$ cat config.mk
export PLATFORM = sky130hd
export DESIGN_NAME = field_deser_95
export DESIGN_NICKNAME = d
export VERILOG_FILES = /design/src/rtl/field_deser_95.sv
export SDC_FILE = /design/constraint.sdc
export NUM_CORES = 1
export LEC_CHECK = 0
export ABC_AREA = 1
export ABC_CLOCK_PERIOD_IN_PS = 1200
export CORE_MARGIN = 2
export CORE_UTILIZATION = 51
export DETAILED_ROUTE_END_ITERATION = 16
export DONT_BUFFER_PORTS = 1
export PLACE_DENSITY = 0.66
export SLEW_MARGIN = 20
export SYNTH_ARGS = -nofsm -noshare
export SYNTH_HDL_FRONTEND = slang
export SYNTH_SLANG_ARGS = --single-unit
$ cat constraint.sdc
create_clock -name main_clk_i -period 1.2 [get_ports main_clk_i]
set_clock_uncertainty 0.05 [all_clocks]
set_input_delay 0.24 -clock main_clk_i [delete_from_list [all_inputs] [get_ports main_clk_i]]
set_output_delay 0.24 -clock main_clk_i [all_outputs]
set_load 0.02 [all_outputs]
$ cat src/rtl/field_deser_95.sv
// Serial field receiver: recovers {f, e, d, b/c, a} from an LSB-first framed line
// sampled on bit_en_i, with optional even parity and framing-error recovery.
module field_deser_95 #(
   parameter int F_WIDTH   = 4,
   parameter bit USE_C     = 1'b0,
   parameter bit PARITY_EN = 1'b1
) (
   input  logic               main_clk_i,
   input  logic               main_rst_an_i,
   input  logic               bit_en_i,
   input  logic               x_i,
   output logic               a_o,
   output logic               bc_o,
   output logic               d_o,
   output logic               e_o,
   output logic [F_WIDTH-1:0] f_o,
   output logic               valid_o,
   output logic               err_o,
   output logic               busy_o
);

   localparam int N  = 4 + F_WIDTH;
   localparam int CW = $clog2(N + 1);
   // b and c occupy the same frame slot; USE_C only selects which upstream field it carries.
   localparam int BC_POS = USE_C ? 1 : 1;

   typedef enum logic [2:0] {
      S_IDLE   = 3'd0,
      S_DATA   = 3'd1,
      S_PARITY = 3'd2,
      S_STOP   = 3'd3,
      S_BREAK  = 3'd4
   } state_e;

   logic [1:0]    rsync_q;
   logic          rst_n;
   state_e        state_q, state_d;
   logic [CW-1:0] cnt_q, cnt_d;
   logic [N-1:0]  shift_q, shift_d;
   logic [N-1:0]  fields_q, fields_d;
   logic          par_q, par_d;
   logic          valid_q, valid_d;
   logic          err_q, err_d;
   logic          par_ok;

   // Reset asserts immediately, releases two clocks after the pin deasserts.
   always_ff @(posedge main_clk_i or negedge main_rst_an_i) begin
      if (!main_rst_an_i) rsync_q <= 2'b00;
      else                rsync_q <= {rsync_q[0], 1'b1};
   end
   assign rst_n = rsync_q[1];

   always_ff @(posedge main_clk_i or negedge rst_n) begin
      if (!rst_n) begin
         state_q  <= S_IDLE;
         cnt_q    <= '0;
         shift_q  <= '0;
         fields_q <= '0;
         par_q    <= 1'b0;
         valid_q  <= 1'b0;
         err_q    <= 1'b0;
      end else begin
         state_q  <= state_d;
         cnt_q    <= cnt_d;
         shift_q  <= shift_d;
         fields_q <= fields_d;
         par_q    <= par_d;
         valid_q  <= valid_d;
         err_q    <= err_d;
      end
   end

   assign par_ok = PARITY_EN ? ~((^shift_q) ^ par_q) : 1'b1;

   always_comb begin
      state_d  = state_q;
      cnt_d    = cnt_q;
      shift_d  = shift_q;
      fields_d = fields_q;
      par_d    = par_q;
      valid_d  = 1'b0;
      err_d    = 1'b0;
      if (bit_en_i) begin
         unique case (state_q)
            S_IDLE: begin
               if (!x_i) begin
                  state_d = S_DATA;
                  cnt_d   = '0;
               end
            end
            S_DATA: begin
               // Right shift: after N bits the first payload bit (a) sits at bit 0.
               shift_d = {x_i, shift_q[N-1:1]};
               if (cnt_q != CW'(N)) cnt_d = cnt_q + CW'(1);
               if (cnt_q == CW'(N - 1)) state_d = PARITY_EN ? S_PARITY : S_STOP;
            end
            S_PARITY: begin
               par_d   = x_i;
               state_d = S_STOP;
            end
            S_STOP: begin
               if (x_i) begin
                  if (par_ok) begin
                     fields_d = shift_q;
                     valid_d  = 1'b1;
                  end else begin
                     err_d = 1'b1;
                  end
                  state_d = S_IDLE;
               end else begin
                  err_d   = 1'b1;
                  state_d = S_BREAK;
               end
            end
            S_BREAK: begin
               if (x_i) state_d = S_IDLE;
            end
            default: state_d = S_IDLE;
         endcase
      end
   end

   assign a_o     = fields_q[0];
   assign bc_o    = fields_q[BC_POS];
   assign d_o     = fields_q[2];
   assign e_o     = fields_q[3];
   assign f_o     = fields_q[4 +: F_WIDTH];
   assign valid_o = valid_q;
   assign err_o   = err_q;
   assign busy_o  = (state_q != S_IDLE);

endmodule

==> flow_summary.yaml, run 1 <==
clock_tree:
  htree_levels: 1
  cts_root_buf: "clkbuf_4"
  cts_tree: "yes"
  clk_pin_slew_worst_paths_ns: 0.15
  worstSkewPairLatency_ns: 0.32
  cts_num_sinks: 28
  cts_max_path_buffers: 2
  cts_buffers: 3
floorplanning:
  num_rows: 18
  core_area_um2: 2520
  die_x_um: 56.1
  dieArea_um2: 3140
  ioPinCount: 15
  die_y_um: 56.1
  initial_utilization_pct: 54.8
place:
  place.gp.congestion: 0.763
  hpwl_um: 2030
  port_buffers: 0
  placed_area_um2: 1630
setup_path:
  cp_data_required_time_ns: 1.41
  critPathKind: "flip-flop to flip-flop"
  path_cells: "nand2_2 > inv_1 > nor2_1 > nand2_1 > nand2_2 > nand2_4 > nand3_4 > nand2_4 > nor2_4 > nand3_1 > nand2_1"
  cp.arrival_ns: 1.88
  cpPeakStageDelay_ns: 0.46
  crit_path_start_kind: "flip-flop"
  cp_max_fo: 8
  slowest_stage: "dfrtp_1"
  cp-end-kind: "flip-flop"
yosys:
  synth_common_cells: "nand2_1 (69), dfrtp_1 (28), inv_1 (20)"
  synth_top_area_share_pct: 50.7
  ys_top_cells_by_area: "dfrtp_1 (51%), nand2_1 (19%), inv_1 (5.4%)"
  async_flop_share_pct: 100
  synth_edf_count: 0
  synth.avg_cell_area_um2: 7.90
  ys_ff_latch: 28
  synth_nets: 181
  ys.flop_type: "dfrtp_1"
  synth_cell_type_count: 22
  yosysMostFrequentCell: "nand2_1"
  synth_cells: 175
  syn_area_um2: 1380
  ys_warn_count: 0
  ys_seq_area_share_pct: 50.7
  yosysTopAreaCell: "dfrtp_1"
timing:
  max_freq_ghz: 0.600
  hold_viol: 0
  drv_slew: 0
  min_period_over_period_pct: 139
  setup_viol: 26
  finalCriticalPeriod_ns: 1.67
  rsz0062_at_grt: "true"
  fin_ws_ns: -0.467
global_route:
  grt_overflow_total: 0
  antenna_found_initial: 0
  grt_pass1_vias: 1270
  grt.total_usage_pct: 21.7
  grt_pass1_wl_um: 5470
  grt_max_degree: 23
detailed_routing:
  drt-pass1-iter-count: 6
  wl_per_cell_um: 15.9
  vias: 1416
  drt_wl_total_um: 3960
  vias_per_cell: 5.69
  postRouteAntennaNets: 0
  drc: 0
  drt_iter0_markers: 56
power:
  ir_drop_mv: 2.03
  p_per_area_nw_per_um2: 2820
  power_w: 0.00589
  leakagePower_nw: 1.05
layout:
  fin_area_um2: 2090
  final_net_count: 227
  area_growth_pct: 51.1
  post-route-util_pct: 82.8
  drive_gt1_share_pct: 47.9
  diodes: 0
  n_fill_cell: 143
status:
  violations: "setup timing"
  outcome: "finished, violations left"
worst_hold_path:
  hp-class: "input port to flip-flop"
job:
  maxCapViolations: 0
==> state kept, by name, summed over array words and instances, names as in the netlist <==
signal and count:
cnt_q 4, err_o 1, fields_q 8, par_q 1
rsync_q 2, shift_q 8, state_q 3, valid_o 1
==> report_power, final <==
part / switching [W] / total (W) / internal [W]
combinational: 0.00204 / 0.00375 / 0.00171
clock: 0.000264 / 0.000382 / 0.000117
sequential: 0.000486 / 0.00176 / 0.00127
==> worst max-delay path, delay by kind of cell, from the launching register on <==
family / cells / cell delay, ns
buffers and inverters: 1 / 0.04
AND/OR/NAND/NOR: 10 / 1.05
flip-flops: 1 / 0.46
==> final timing paths <==
check                                       start                      end  slack [ns]  depth (start not counted)
max reg2reg                shift_q[0]$_DFFE_PN0P_  fields_q[5]$_DFFE_PN0P_       -0.47                         11
max                        shift_q[0]$_DFFE_PN0P_  fields_q[5]$_DFFE_PN0P_       -0.47                         11
min in group asynchronous    rsync_q[1]$_DFF_PN0_     cnt_q[0]$_DFFE_PN0P_        0.06                          0
min                                      bit_en_i        par_q$_DFFE_PN0P_       0.009                          2
max in group asynchronous    rsync_q[1]$_DFF_PN0_   shift_q[6]$_DFFE_PN0P_        0.62                          1
min reg2reg                  rsync_q[1]$_DFF_PN0_     cnt_q[0]$_DFFE_PN0P_        0.06                          0
==> area by class of cell <==
type / count / area, um^2 / share of cell area, %
well taps: 30 / 37.5 / 1.80
repair buffers: 41 / 374 / 17.9
multi-input cells: 125 / 856 / 41.0
flip-flops and latches: 28 / 702 / 33.6
inverters: 22 / 97.6 / 4.67
clock buffers: 3 / 22.5 / 1.08
==> logic make-up after synthesis <==
| group | count (synthesis) | share of synthesized area (%) |
|---|---|---|
| compound gates | 22 | 8.24 |
| flops | 28 | 50.7 |
| buf+inv | 23 | 6.33 |
| fa+ha+maj | 2 | 1.81 |
| other cells | 1 | 0.271 |
| simple gates | 99 | 32.7 |
==> through the flow <==
stage	instances	hold slack, ns	setup TNS, ns	setup slack [ns]
floorplan	175	-0.106	-2.11	-0.168
detailed placement	229	-0.106	-4.35	-0.340
global route	249	0.00546	-10.04	-0.542
finish	249	0.00909	-8.34	-0.467
global placement	229	-0.106	-3.42	-0.268
CTS	245	0.00987	-4.60	-0.359
==> timing repair <==
item | in CTS | in global routing
buffers inserted | 10 | 8
hold buffers | 3 | 0
endpoints found under the hold margin | 4 | 0
setup endpoints to repair | 26 | 27
pin swaps | 11 | 16
resized for setup | 36 | 44
cloned | 1 | 0
==> layout by cell type, fill, tap and decap left out, types with 3 or more instances in the layout <==
master / instances
nand2_1: 52
buf_4: 28
dfrtp_1: 27
nand2_2: 13
inv_1: 11
inv_2: 9
nand3_1: 9
o21ai_2: 8
buf_6: 7
o21ai_1: 6
nand3_2: 5
nand2_4: 5
a21oi_2: 4
nor2_2: 3
nor2_4: 3
clkbuf_4: 3
dlygate4sd3_1: 3
==> layer usage <==
layer / up-vias / track usage (%) / wire length (um)
li1: 650 / - / -
met1: 681 / 28.3 / 1550
met2: 73 / 37.5 / 2060
met3: 12 / 3.49 / 220
met4: 0 / 5.44 / 132
met5: - / 0 / 0
(Power assumes the default switching activity.)
==> inputs of run 2 (changes only) <==
--- a/config.mk
+++ b/config.mk
@@ -5,7 +5,6 @@
 export SDC_FILE = /design/constraint.sdc
 export NUM_CORES = 1
 export LEC_CHECK = 0
-export ABC_AREA = 1
 export ABC_CLOCK_PERIOD_IN_PS = 1200
 export CORE_MARGIN = 2
 export CORE_UTILIZATION = 51
==> flow_summary.yaml, run 2 <==
detailed_routing:
  drt_iter0_markers: 4
  top_layer_used: "met4"
  met3WireLength_um: 43
  wl_per_cell_um: 17.2
  vias_per_cell: 5.36
  wl_met2_um: 1610
  drt-pass1-iter-count: 4
  postRouteAntennaNets: 0
  drt_wl_total_um: 2930
  drc: 0
  met1_length_um: 1240
  vias: 911
setup_path:
  crit_path_start_kind: "flip-flop"
  cp_data_required_time_ns: 1.37
  critPathKind: "flip-flop to flip-flop"
  cp.arrival_ns: 2.23
  cp_max_fo: 7
  cp-end-kind: "flip-flop"
layout:
  final_common_cell: "dfrtp_1"
  diodes: 0
  mostFrequentLayoutCells: "dfrtp_1 (26), buf_4 (24), mux2_4 (16), buf_6 (12), o31ai_1 (5)"
  fin_area_um2: 1910
  final_net_count: 147
  area_growth_pct: 50.8
  top_regs: "fields_q: 8 flops, shift_q: 8 flops, cnt_q: 4 flops"
  drive_gt1_share_pct: 55.7
yosys:
  syn_area_um2: 1270
  synth_edf_count: 0
  synth_cell_type_count: 30
  ys_warn_count: 0
  yosysTopAreaCell: "dfrtp_1"
  ys_top_cells_by_area: "dfrtp_1 (55%), mux2_2 (9.8%), mux2_1 (4.4%)"
  ys.flop_type: "dfrtp_1"
  synth.avg_cell_area_um2: 13.1
  synth_nets: 103
  synth_cells: 97
  ys_seq_area_share_pct: 55.2
  yosysMostFrequentCell: "dfrtp_1"
  async_flop_share_pct: 100
  ys_ff_latch: 28
  synth_top_area_share_pct: 55.2
  synth_common_cells: "dfrtp_1 (28), mux2_2 (11), o21ai_0 (8)"
floorplanning:
  core_area_um2: 2410
  ioPinCount: 15
  num_rows: 18
  die_x_um: 53.9
  initial_utilization_pct: 52.6
  die_y_um: 53.9
  dieArea_um2: 2900
clock_tree:
  cts_root_buf: "clkbuf_4"
  cts_tree: "yes"
  worstSkewPairLatency_ns: 0.33
  cts_buffers: 3
  cts_num_sinks: 28
  cts_max_path_buffers: 2
  htree_levels: 1
  clk_pin_slew_worst_paths_ns: 0.16
place:
  dp_slack_ns: -0.796
  placed_area_um2: 1590
  place.gp.congestion: 0.719
  hpwl_um: 1730
  port_buffers: 0
job:
  maxCapViolations: 0
global_route:
  grt_pass1_wl_um: 4380
  grt_max_degree: 27
  grt_pass1_vias: 953
  grt_overflow_total: 0
  antenna_found_initial: 0
  grt.total_usage_pct: 21.7
timing:
  setup_viol: 27
  fin_ws_ns: -0.861
  finalCriticalPeriod_ns: 2.06
  max_freq_ghz: 0.485
  drv_slew: 0
  hold_ws_ns: 0.0304
  min_period_over_period_pct: 172
  hold_viol: 0
  rsz0062_at_grt: "true"
power:
  p_per_area_nw_per_um2: 2490
  leakagePower_nw: 0.898
  ir_drop_mv: 1.72
  power_w: 0.00475
worst_hold_path:
  hp-class: "input port to flip-flop"
status:
  outcome: "finished, violations left"
  violations: "setup timing"
[run 2: cell count changes after synthesis, sizes merged, moves of 3 or more]
cell / delta
nor2: -6
o31ai: +5
inv: -19
nand2: -66
o21ai: -6
a21oi: -4
xnor2: +3
nand3: -15
mux2: +16
[run 2: through the flow]
stage	instances	TNS (ns)	util, %
after floorplan	97	-9.61	-
after global placement	154	-11.58	66.0
after detailed placement	154	-12.20	66.0
after CTS	167	-13.39	75.8
after global routing	170	-16.09	79.4
final	170	-14.69	79.4
[run 2: power breakdown]
group | switching (W) | internal [W]
clock | 0.000284 | 0.000337
sequential | 0.000181 | 0.00116
combinational | 0.000999 | 0.00179
[run 2: cells by family (layout without fill, tap and decap cells)]
family          count (synthesis)  in the layout  share of synthesized area (%)
fa+ha+maj                       2              2                           1.97
compound gates                 18             18                           8.78
xor+xnor                        6              6                           6.31
flops                          28             28                           55.2
mux                            17             17                           16.0
other cells                     1              1                          0.296
simple gates                   20             20                           9.96
buf+inv                         5             48                           1.48
[run 2: final timing paths]
check / cells after the start / slack [ns] / start / to
min: 3 / 0.03 / bit_en_i / state_q[2]$_DFFE_PN0P_
max: 5 / -0.86 / shift_q[1]$_DFFE_PN0P_ / fields_q[3]$_DFFE_PN0P_
min reg2reg: 1 / 0.18 / rsync_q[1]$_DFF_PN0_ / shift_q[4]$_DFFE_PN0P_
max reg2reg: 5 / -0.86 / shift_q[1]$_DFFE_PN0P_ / fields_q[3]$_DFFE_PN0P_
min in group asynchronous: 1 / 0.07 / main_rst_an_i / rsync_q[1]$_DFF_PN0_
max in group asynchronous: 1 / 0.64 / rsync_q[1]$_DFF_PN0_ / state_q[1]$_DFFE_PN0P_
[run 2: critical path: stages, from the launching register on]
cell     delay, ns
dfrtp_1       0.41
xnor3_1       0.42
or3b_4        0.41
mux2i_4       0.20
buf_12        0.16
mux2_4        0.30
[run 2: metal layers]
layer / global-route usage [%] / vias up
met5: 0 / -
met1: 25.8 / 460
met3: 3.61 / 4
met2: 40.4 / 10
li1: - / 437
met4: 4.70 / 0
[run 2: area by class of cell]
class	instances	area (um^2)
sequential	28	703
clock buffer	3	22.5
timing repair buffer	41	390
tap	30	37.5
inverter	3	11.3
clock inverter	1	30.0
fill	134	497
multi-input combinational	64	718
[run 2: timing repair]
item                                   CTS  global route
hold buffers                             2             0
setup endpoints to repair               25            27
pin swaps                                8             6
endpoints found under the hold margin    5             0
gates cloned                             1             0
resized for setup                       25            16
buffers inserted                         7             5
